--- config.mk ---
export PLATFORM = sky130hd
export DESIGN_NAME = regfile_mp_flat
export DESIGN_NICKNAME = d
export VERILOG_FILES = /design/src/rtl/regfile_mp_if.sv /design/src/rtl/regfile_mp.sv /design/src/flat_wrapper.sv
export SDC_FILE = /design/constraint.sdc
export NUM_CORES = 1
export LEC_CHECK = 0
export BUFFER_PORTS_ARGS = -buffer_cell sky130_fd_sc_hd__buf_4
export CORE_UTILIZATION = 28
export CTS_CLUSTER_DIAMETER = 30
export CTS_CLUSTER_SIZE = 25
export DETAILED_ROUTE_END_ITERATION = 6
export PLACE_DENSITY = 0.52
export SLEW_MARGIN = 30
export SYNTH_ARGS = -nofsm -noshare
export SYNTH_HDL_FRONTEND = slang
export SYNTH_SLANG_ARGS = --single-unit
--- constraint.sdc ---
create_clock -name clk_i -period 4.5 [get_ports clk_i]
set_input_delay 0.675 -clock clk_i [delete_from_list [all_inputs] [get_ports clk_i]]
set_output_delay 0.675 -clock clk_i [all_outputs]
set_load 0.02 [all_outputs]
--- src/rtl/regfile_mp_if.sv ---
// regfile_mp_if: bus bundle between the register file and its user.
//   rd_addr/rd_data/rd_busy   : NREAD packed read ports (addr, data, scoreboard)
//   wr_en/wr_addr/wr_data     : single write port
//   claim_en/claim_addr       : scoreboard claim (outstanding producer)
//   init_busy                 : high while the post-reset clear sequence runs
// master drives requests (decode/writeback side); slave is the register file.
interface regfile_mp_if #(
  parameter int DATA_W = 32,
  parameter int ADDR_W = 5,
  parameter int NREAD  = 2
);
  logic [NREAD*ADDR_W-1:0] rd_addr;
  logic [NREAD*DATA_W-1:0] rd_data;
  logic [NREAD-1:0]        rd_busy;
  logic                    wr_en;
  logic [ADDR_W-1:0]       wr_addr;
  logic [DATA_W-1:0]       wr_data;
  logic                    claim_en;
  logic [ADDR_W-1:0]       claim_addr;
  logic                    init_busy;

  modport master (
    output rd_addr, wr_en, wr_addr, wr_data, claim_en, claim_addr,
    input  rd_data, rd_busy, init_busy
  );

  modport slave (
    input  rd_addr, wr_en, wr_addr, wr_data, claim_en, claim_addr,
    output rd_data, rd_busy, init_busy
  );
endinterface

--- src/rtl/regfile_mp.sv ---
// regfile_mp: parametrised multi-read-port register file with a hardware
// clear sequence after reset, optional same-cycle write-to-read bypass and a
// per-register busy scoreboard for RAW hazard detection.
// Ports:
//   clk_i   : clock, all state updates on posedge
//   rst_n_i : asynchronous active-low reset
//   bus     : regfile_mp_if slave (read ports, write port, claim, init_busy)
//
// state   | meaning
// --------+-----------------------------------------------------------
// ST_INIT | clearing entry[ptr] each cycle; inputs ignored, outputs 0
// ST_RUN  | normal operation: reads, writes, scoreboard claims
module regfile_mp #(
  parameter int DATA_W   = 32,
  parameter int ADDR_W   = 5,
  parameter int NREAD    = 2,
  parameter int ZERO_REG = 1,
  parameter int BYPASS   = 1
) (
  input  logic         clk_i,
  input  logic         rst_n_i,
  regfile_mp_if.slave  bus
);

  localparam int DEPTH = 1 << ADDR_W;
  // Pointer is one bit wider than the address so the last entry is a
  // distinct terminal count rather than a wrap.
  localparam logic [ADDR_W:0] PTR_LAST = (ADDR_W+1)'(DEPTH-1);

  typedef enum logic {ST_INIT, ST_RUN} state_t;

  state_t             state_q, state_d;
  logic [ADDR_W:0]    ptr_q, ptr_d;
  logic [DEPTH-1:0]   busy_q, busy_d;
  logic [DATA_W-1:0]  mem_q [DEPTH];

  logic               wr_ok;
  logic               claim_ok;
  logic [ADDR_W-1:0]  ra [NREAD];
  logic [NREAD-1:0]   hit;

  assign wr_ok    = (state_q == ST_RUN) && bus.wr_en &&
                    !((ZERO_REG != 0) && (bus.wr_addr == '0));
  assign claim_ok = (state_q == ST_RUN) && bus.claim_en &&
                    !((ZERO_REG != 0) && (bus.claim_addr == '0));

  for (genvar g = 0; g < NREAD; g++) begin : g_port
    assign ra[g]  = bus.rd_addr[g*ADDR_W +: ADDR_W];
    // Bypass hit: a write this cycle to the address this port is reading.
    assign hit[g] = (BYPASS != 0) && bus.wr_en && (bus.wr_addr == ra[g]);
  end

  always_ff @(posedge clk_i or negedge rst_n_i) begin
    if (!rst_n_i) begin
      state_q <= ST_INIT;
      ptr_q   <= '0;
      busy_q  <= '0;
    end else begin
      state_q <= state_d;
      ptr_q   <= ptr_d;
      busy_q  <= busy_d;
    end
  end

  always_comb begin
    state_d = state_q;
    ptr_d   = ptr_q;
    busy_d  = busy_q;
    case (state_q)
      ST_INIT: begin
        ptr_d = ptr_q + 1'b1;
        if (ptr_q == PTR_LAST) state_d = ST_RUN;
      end
      ST_RUN: begin
        if (bus.wr_en) busy_d[bus.wr_addr]    = 1'b0;
        // Applied after the clear: a same-cycle claim means a newer producer.
        if (claim_ok)  busy_d[bus.claim_addr] = 1'b1;
      end
      default: state_d = ST_INIT;
    endcase
  end

  // Storage has no reset; the clear sequence zeroes it instead.
  always_ff @(posedge clk_i) begin
    if (state_q == ST_INIT) begin
      mem_q[ptr_q[ADDR_W-1:0]] <= '0;
    end else if (wr_ok) begin
      mem_q[bus.wr_addr] <= bus.wr_data;
    end
  end

  assign bus.init_busy = (state_q == ST_INIT);

  always_comb begin
    bus.rd_data = '0;
    bus.rd_busy = '0;
    if (state_q == ST_RUN) begin
      for (int i = 0; i < NREAD; i++) begin
        if ((ZERO_REG != 0) && (ra[i] == '0)) begin
          bus.rd_data[i*DATA_W +: DATA_W] = '0;
        end else if (hit[i]) begin
          bus.rd_data[i*DATA_W +: DATA_W] = bus.wr_data;
        end else begin
          bus.rd_data[i*DATA_W +: DATA_W] = mem_q[ra[i]];
        end
        bus.rd_busy[i] = busy_q[ra[i]] & ~hit[i];
      end
    end
  end

endmodule

--- src/flat_wrapper.sv ---
// flat-port wrapper written by rule: the top's interface ports become plain ports
module regfile_mp_flat 
#(
  parameter int DATA_W   = 32,
  parameter int ADDR_W   = 5,
  parameter int NREAD    = 2,
  parameter int ZERO_REG = 1,
  parameter int BYPASS   = 1
)
  (clk_i, rst_n_i, bus_rd_addr, bus_wr_en, bus_wr_addr, bus_wr_data, bus_claim_en, bus_claim_addr, bus_rd_data, bus_rd_busy, bus_init_busy);
  regfile_mp_if #(.DATA_W(DATA_W), .ADDR_W(ADDR_W), .NREAD(NREAD)) bus_i ();
  input  logic clk_i;
  input  logic rst_n_i;
  input wire logic [$bits(bus_i.rd_addr)-1:0] bus_rd_addr;
  input wire logic [$bits(bus_i.wr_en)-1:0] bus_wr_en;
  input wire logic [$bits(bus_i.wr_addr)-1:0] bus_wr_addr;
  input wire logic [$bits(bus_i.wr_data)-1:0] bus_wr_data;
  input wire logic [$bits(bus_i.claim_en)-1:0] bus_claim_en;
  input wire logic [$bits(bus_i.claim_addr)-1:0] bus_claim_addr;
  output wire logic [$bits(bus_i.rd_data)-1:0] bus_rd_data;
  output wire logic [$bits(bus_i.rd_busy)-1:0] bus_rd_busy;
  output wire logic [$bits(bus_i.init_busy)-1:0] bus_init_busy;
  assign bus_i.rd_addr = bus_rd_addr;
  assign bus_i.wr_en = bus_wr_en;
  assign bus_i.wr_addr = bus_wr_addr;
  assign bus_i.wr_data = bus_wr_data;
  assign bus_i.claim_en = bus_claim_en;
  assign bus_i.claim_addr = bus_claim_addr;
  assign bus_rd_data = bus_i.rd_data;
  assign bus_rd_busy = bus_i.rd_busy;
  assign bus_init_busy = bus_i.init_busy;
  regfile_mp #(.DATA_W(DATA_W), .ADDR_W(ADDR_W), .NREAD(NREAD), .ZERO_REG(ZERO_REG), .BYPASS(BYPASS)) u_core (.clk_i(clk_i), .rst_n_i(rst_n_i), .bus(bus_i));
endmodule
==> results.cfg <==
[power_and_ir_drop]
clock_share_of_power_pct = 52.9
gate_power_share_pct = 8.0
design_power_total_w = 0.0281
internal-power_w = 0.0212
power_density_nw_per_um2 = 448
switching_power_w = 0.00690
max-vdd-ir-drop_mv = 0.376
swShare_pct = 24.6
leakage_nw = 21.9
share_seq_of_total_power_pct = 39.0

[floorplanning]
core_region_area_sq_um = 179000
io_pins = 123
die_area_sq_um = 182000
initial_core_util_pct = 28.2
row_count = 155
die_h_um = 426
die_w_um = 426

[synth]
synthCells = 2731
async_reset_ff_share_pct = 3.67
yosys_register_bits = 1063
synth_ff_type = edfxtp_1
synth-seq-area-share_pct = 62.9
post_synth_instance_area_sq_um = 50400
number_of_synthesized_flops_with_an_enable_pin = 1024
synthDistinctLibCells = 47
synth_fp_nets = 2788
synth_top_area_cell = edfxtp_1
netlist_top_cells_area = edfxtp_1, mux4_2, mux2_2
synth_top_area_share_pct = 61.0
yosys_warn_count = 0
post_synthesis_area_per_instance_sq_um = 18.5

[critical_path]
worst_setup_path_end_kind = primary output
crit_path_cell_trace = and4_2 > buf_12 > a22oi_1 > o31ai_1 > o32a_1 > buf_4
rr_endpoint = u_core.mem_q[13][26]$_DFFE_PP_
timing.critical_path.required_ns = 3.83
critical_path_class = register to primary output
crit_start = u_core.state_q$_DFF_PN0_
cp_data_arrival_time_ns = 3.76
cp.buffers_inverters = 2
critical-path-max-stage-delay_ns = 0.92
worst_r2r_path_depth = 5
worst_path_dominant_cell_family = flip-flops
worstReg2RegStart = u_core.state_q$_DFF_PN0_
worst-path-max-fanout = 20
cp-start-kind = register
critical-path-slowest-cell = dfrtp_1
ff2ff_setup_slack_ns = 0.96

[hold_path]
timing.hold.worst.class = primary input to register
worst_hold_path.num_cells = 3
whs_endpoint = u_core.busy_q[18]$_DFFE_PN0P_
hold_startpoint = bus_wr_addr[0]

[placed_design]
place_congestion = 0.840
dp_hpwl_um = 108000
port-buffer-count = 122
place_inst = 5211
placedInstanceArea_sq_um = 55900

[timing]
timing.final.crit_share_pct = 98.5
max_freq_mhz = 226
setup_total_negative_slack_ns = 0
slew_violations = 0
min_period_ns = 4.43
finClkSkew_ns = 0.0422
final_hold_violation_count = 0
worstMarginPinSlew_ns = 1.02
grt_setup_unrepaired = no
timing.slew.headroom_pct = 31.6
setup_viol = 0

[cells_and_area]
final_core_util_pct = 35.1
post-route-cell-area_sq_um = 62700
layout.nets = 3113
mostFrequentLayoutCell = edfxtp_1
layout.cells.most_common_list = edfxtp_1, mux4_2, buf_4
fillers = 16600
synthToLayoutAreaGrowth_pct = 24.3
register_area_sq_um = 31700
layout.cells.non_filler = 5578
fraction_of_layout_instances_using_a_drive_strength_above_1_pct = 44.0
multi_input_area_sq_um = 17700

[routing]
length_of_routed_met2_wiring_um = 85900
detailroute.via_count = 30900
avgViaCountPerCell = 5.54
top_layer_used = met4
first_iter_violations = 3191
routed-wl-met3_um = 11300
route.final.wire_length_um = 175000
detail-route-antenna-nets = 0
drt-wirelength-per-cell_um = 31.4
drt_first_pass_iters = 7
detail_route.wirelength.met1_um = 68700
post-route-drc-count = 1

[global_route]
total_congestion_overflow_after_global_routing = 0
grt_pass1_vias = 32100
antenna_found_initial = 2
groute.usage.overall_pct = 19.1
grt_pass1_wl_um = 245000
grt_start_max_net_pins = 91

[clock_tree]
clock_sink_total = 1063
cts_buffers = 195
cts_htree_levels = 4
root_buffer = clkbuf_16
tritoncts = built
clock_input_transition_at_the_sequential_cells_of_the_worst_setup_and_hold_paths_ns = 0.05
clock_path_buffers = 3
clkLatencyLatePin_ns = 0.83
cts_resized = 0

[flow_run]
cap_violations = 0

[outcome]
failed_checks = design-rule violations
run_status = complete, but fails checks
power by group through the flow:
| stage | Clock, W | Combinational [W] | Sequential (W) |
|---|---|---|---|
| 2_1_floorplan | 0 | 0.00126 | 0.0111 |
| 3_3_place_gp | 0 | 0.00224 | 0.0111 |
| 3_5_place_dp | 0 | 0.00225 | 0.0111 |
| 4_1_cts | 0.0150 | 0.00225 | 0.0110 |
| 5_1_grt | 0.0154 | 0.00233 | 0.0110 |
| 6_report | 0.0149 | 0.00225 | 0.0110 |
cell families after synthesis:
| kind of cell | synth area share, % |
|---|---|
| flops | 62.9 |
| mux | 25.2 |
| compound gates | 7.34 |
| buf+inv | 2.52 |
| simple gates | 1.71 |
| xor+xnor | 0.261 |
| fa+ha+maj | 0.0248 |
flip-flops by register name, summed over array words and instances (netlist names):
| signal | count |
|---|---|
| u_core.ptr_q | 6 |
| u_core.state_q | 1 |
| u_core.busy_q | 32 |
| u_core.mem_q | 1024 |
layer usage:
metal  up-vias  GRT usage [%]
met4         0           9.92
met5         -              0
met1     16600           23.7
li1      12600              -
met3       376           3.33
met2      1376           31.8
area by class of cell:
| type | instances | share of cell area, % |
|---|---|---|
| Antenna cell | 2 | 0.00799 |
| Clock buffer | 207 | 7.86 |
| Clock inverter | 155 | 2.88 |
| Multi-Input combinational cell | 1429 | 28.3 |
| Sequential cell | 1063 | 50.6 |
| Timing Repair Buffer | 362 | 5.61 |
| Tap cell | 2355 | 4.70 |
| Inverter | 5 | 0.0299 |
how the worst max path moves through the flow:
| stage | end | slack, ns | cells after the start |
|---|---|---|---|
| after floorplan | u_core.mem_q[31][0]$_DFFE_PP_ | 0.79 | 6 |
| after global placement | bus_rd_data[33] | 0.18 | 7 |
| after detailed placement | bus_rd_data[46] | 0.43 | 7 |
| after CTS | bus_rd_data[19] | 0.02 | 6 |
| after global routing | bus_rd_data[19] | 0.01 | 6 |
| final | bus_rd_data[19] | 0.07 | 6 |
what timing repair did:
action	in CTS	in global routing
setup endpoints to repair	5	0
setup buffers	2	0
hold buffers	1	0
hold endpoints to repair	39	0
worst min-delay path, stage by stage:
cell	delay, ns
buf_4	0.15
o31ai_1	0.10
o21ai_0	0.07
cell usage after synthesis, types with 6 or more instances:
master and instances:
edfxtp_1 1024, mux4_2 400, mux2_2 267, o22ai_1 194, clkbuf_1 93, buf_2 80
mux2i_1 67, o31ai_1 66, o32a_1 65, a211oi_1 64, a22oi_1 64, o21ai_0 63
dfrtp_1 39, nor2_1 39, and2_1 32, buf_6 32, buf_1 20, nand2_1 16
xnor2_1 15, nand3b_1 14, nand2b_1 10, buf_4 9, nand4_1 6, or3b_2 6
stage by stage:
step,hold slack (ns),setup WS (ns)
after floorplan,0.379,0.786
after global placement,0.454,0.183
after detailed placement,0.464,0.429
after CTS,0.154,0.0238
after global routing,0.202,0.00975
final,0.217,0.0686
Note: power is estimated with default switching activity, not from simulation.
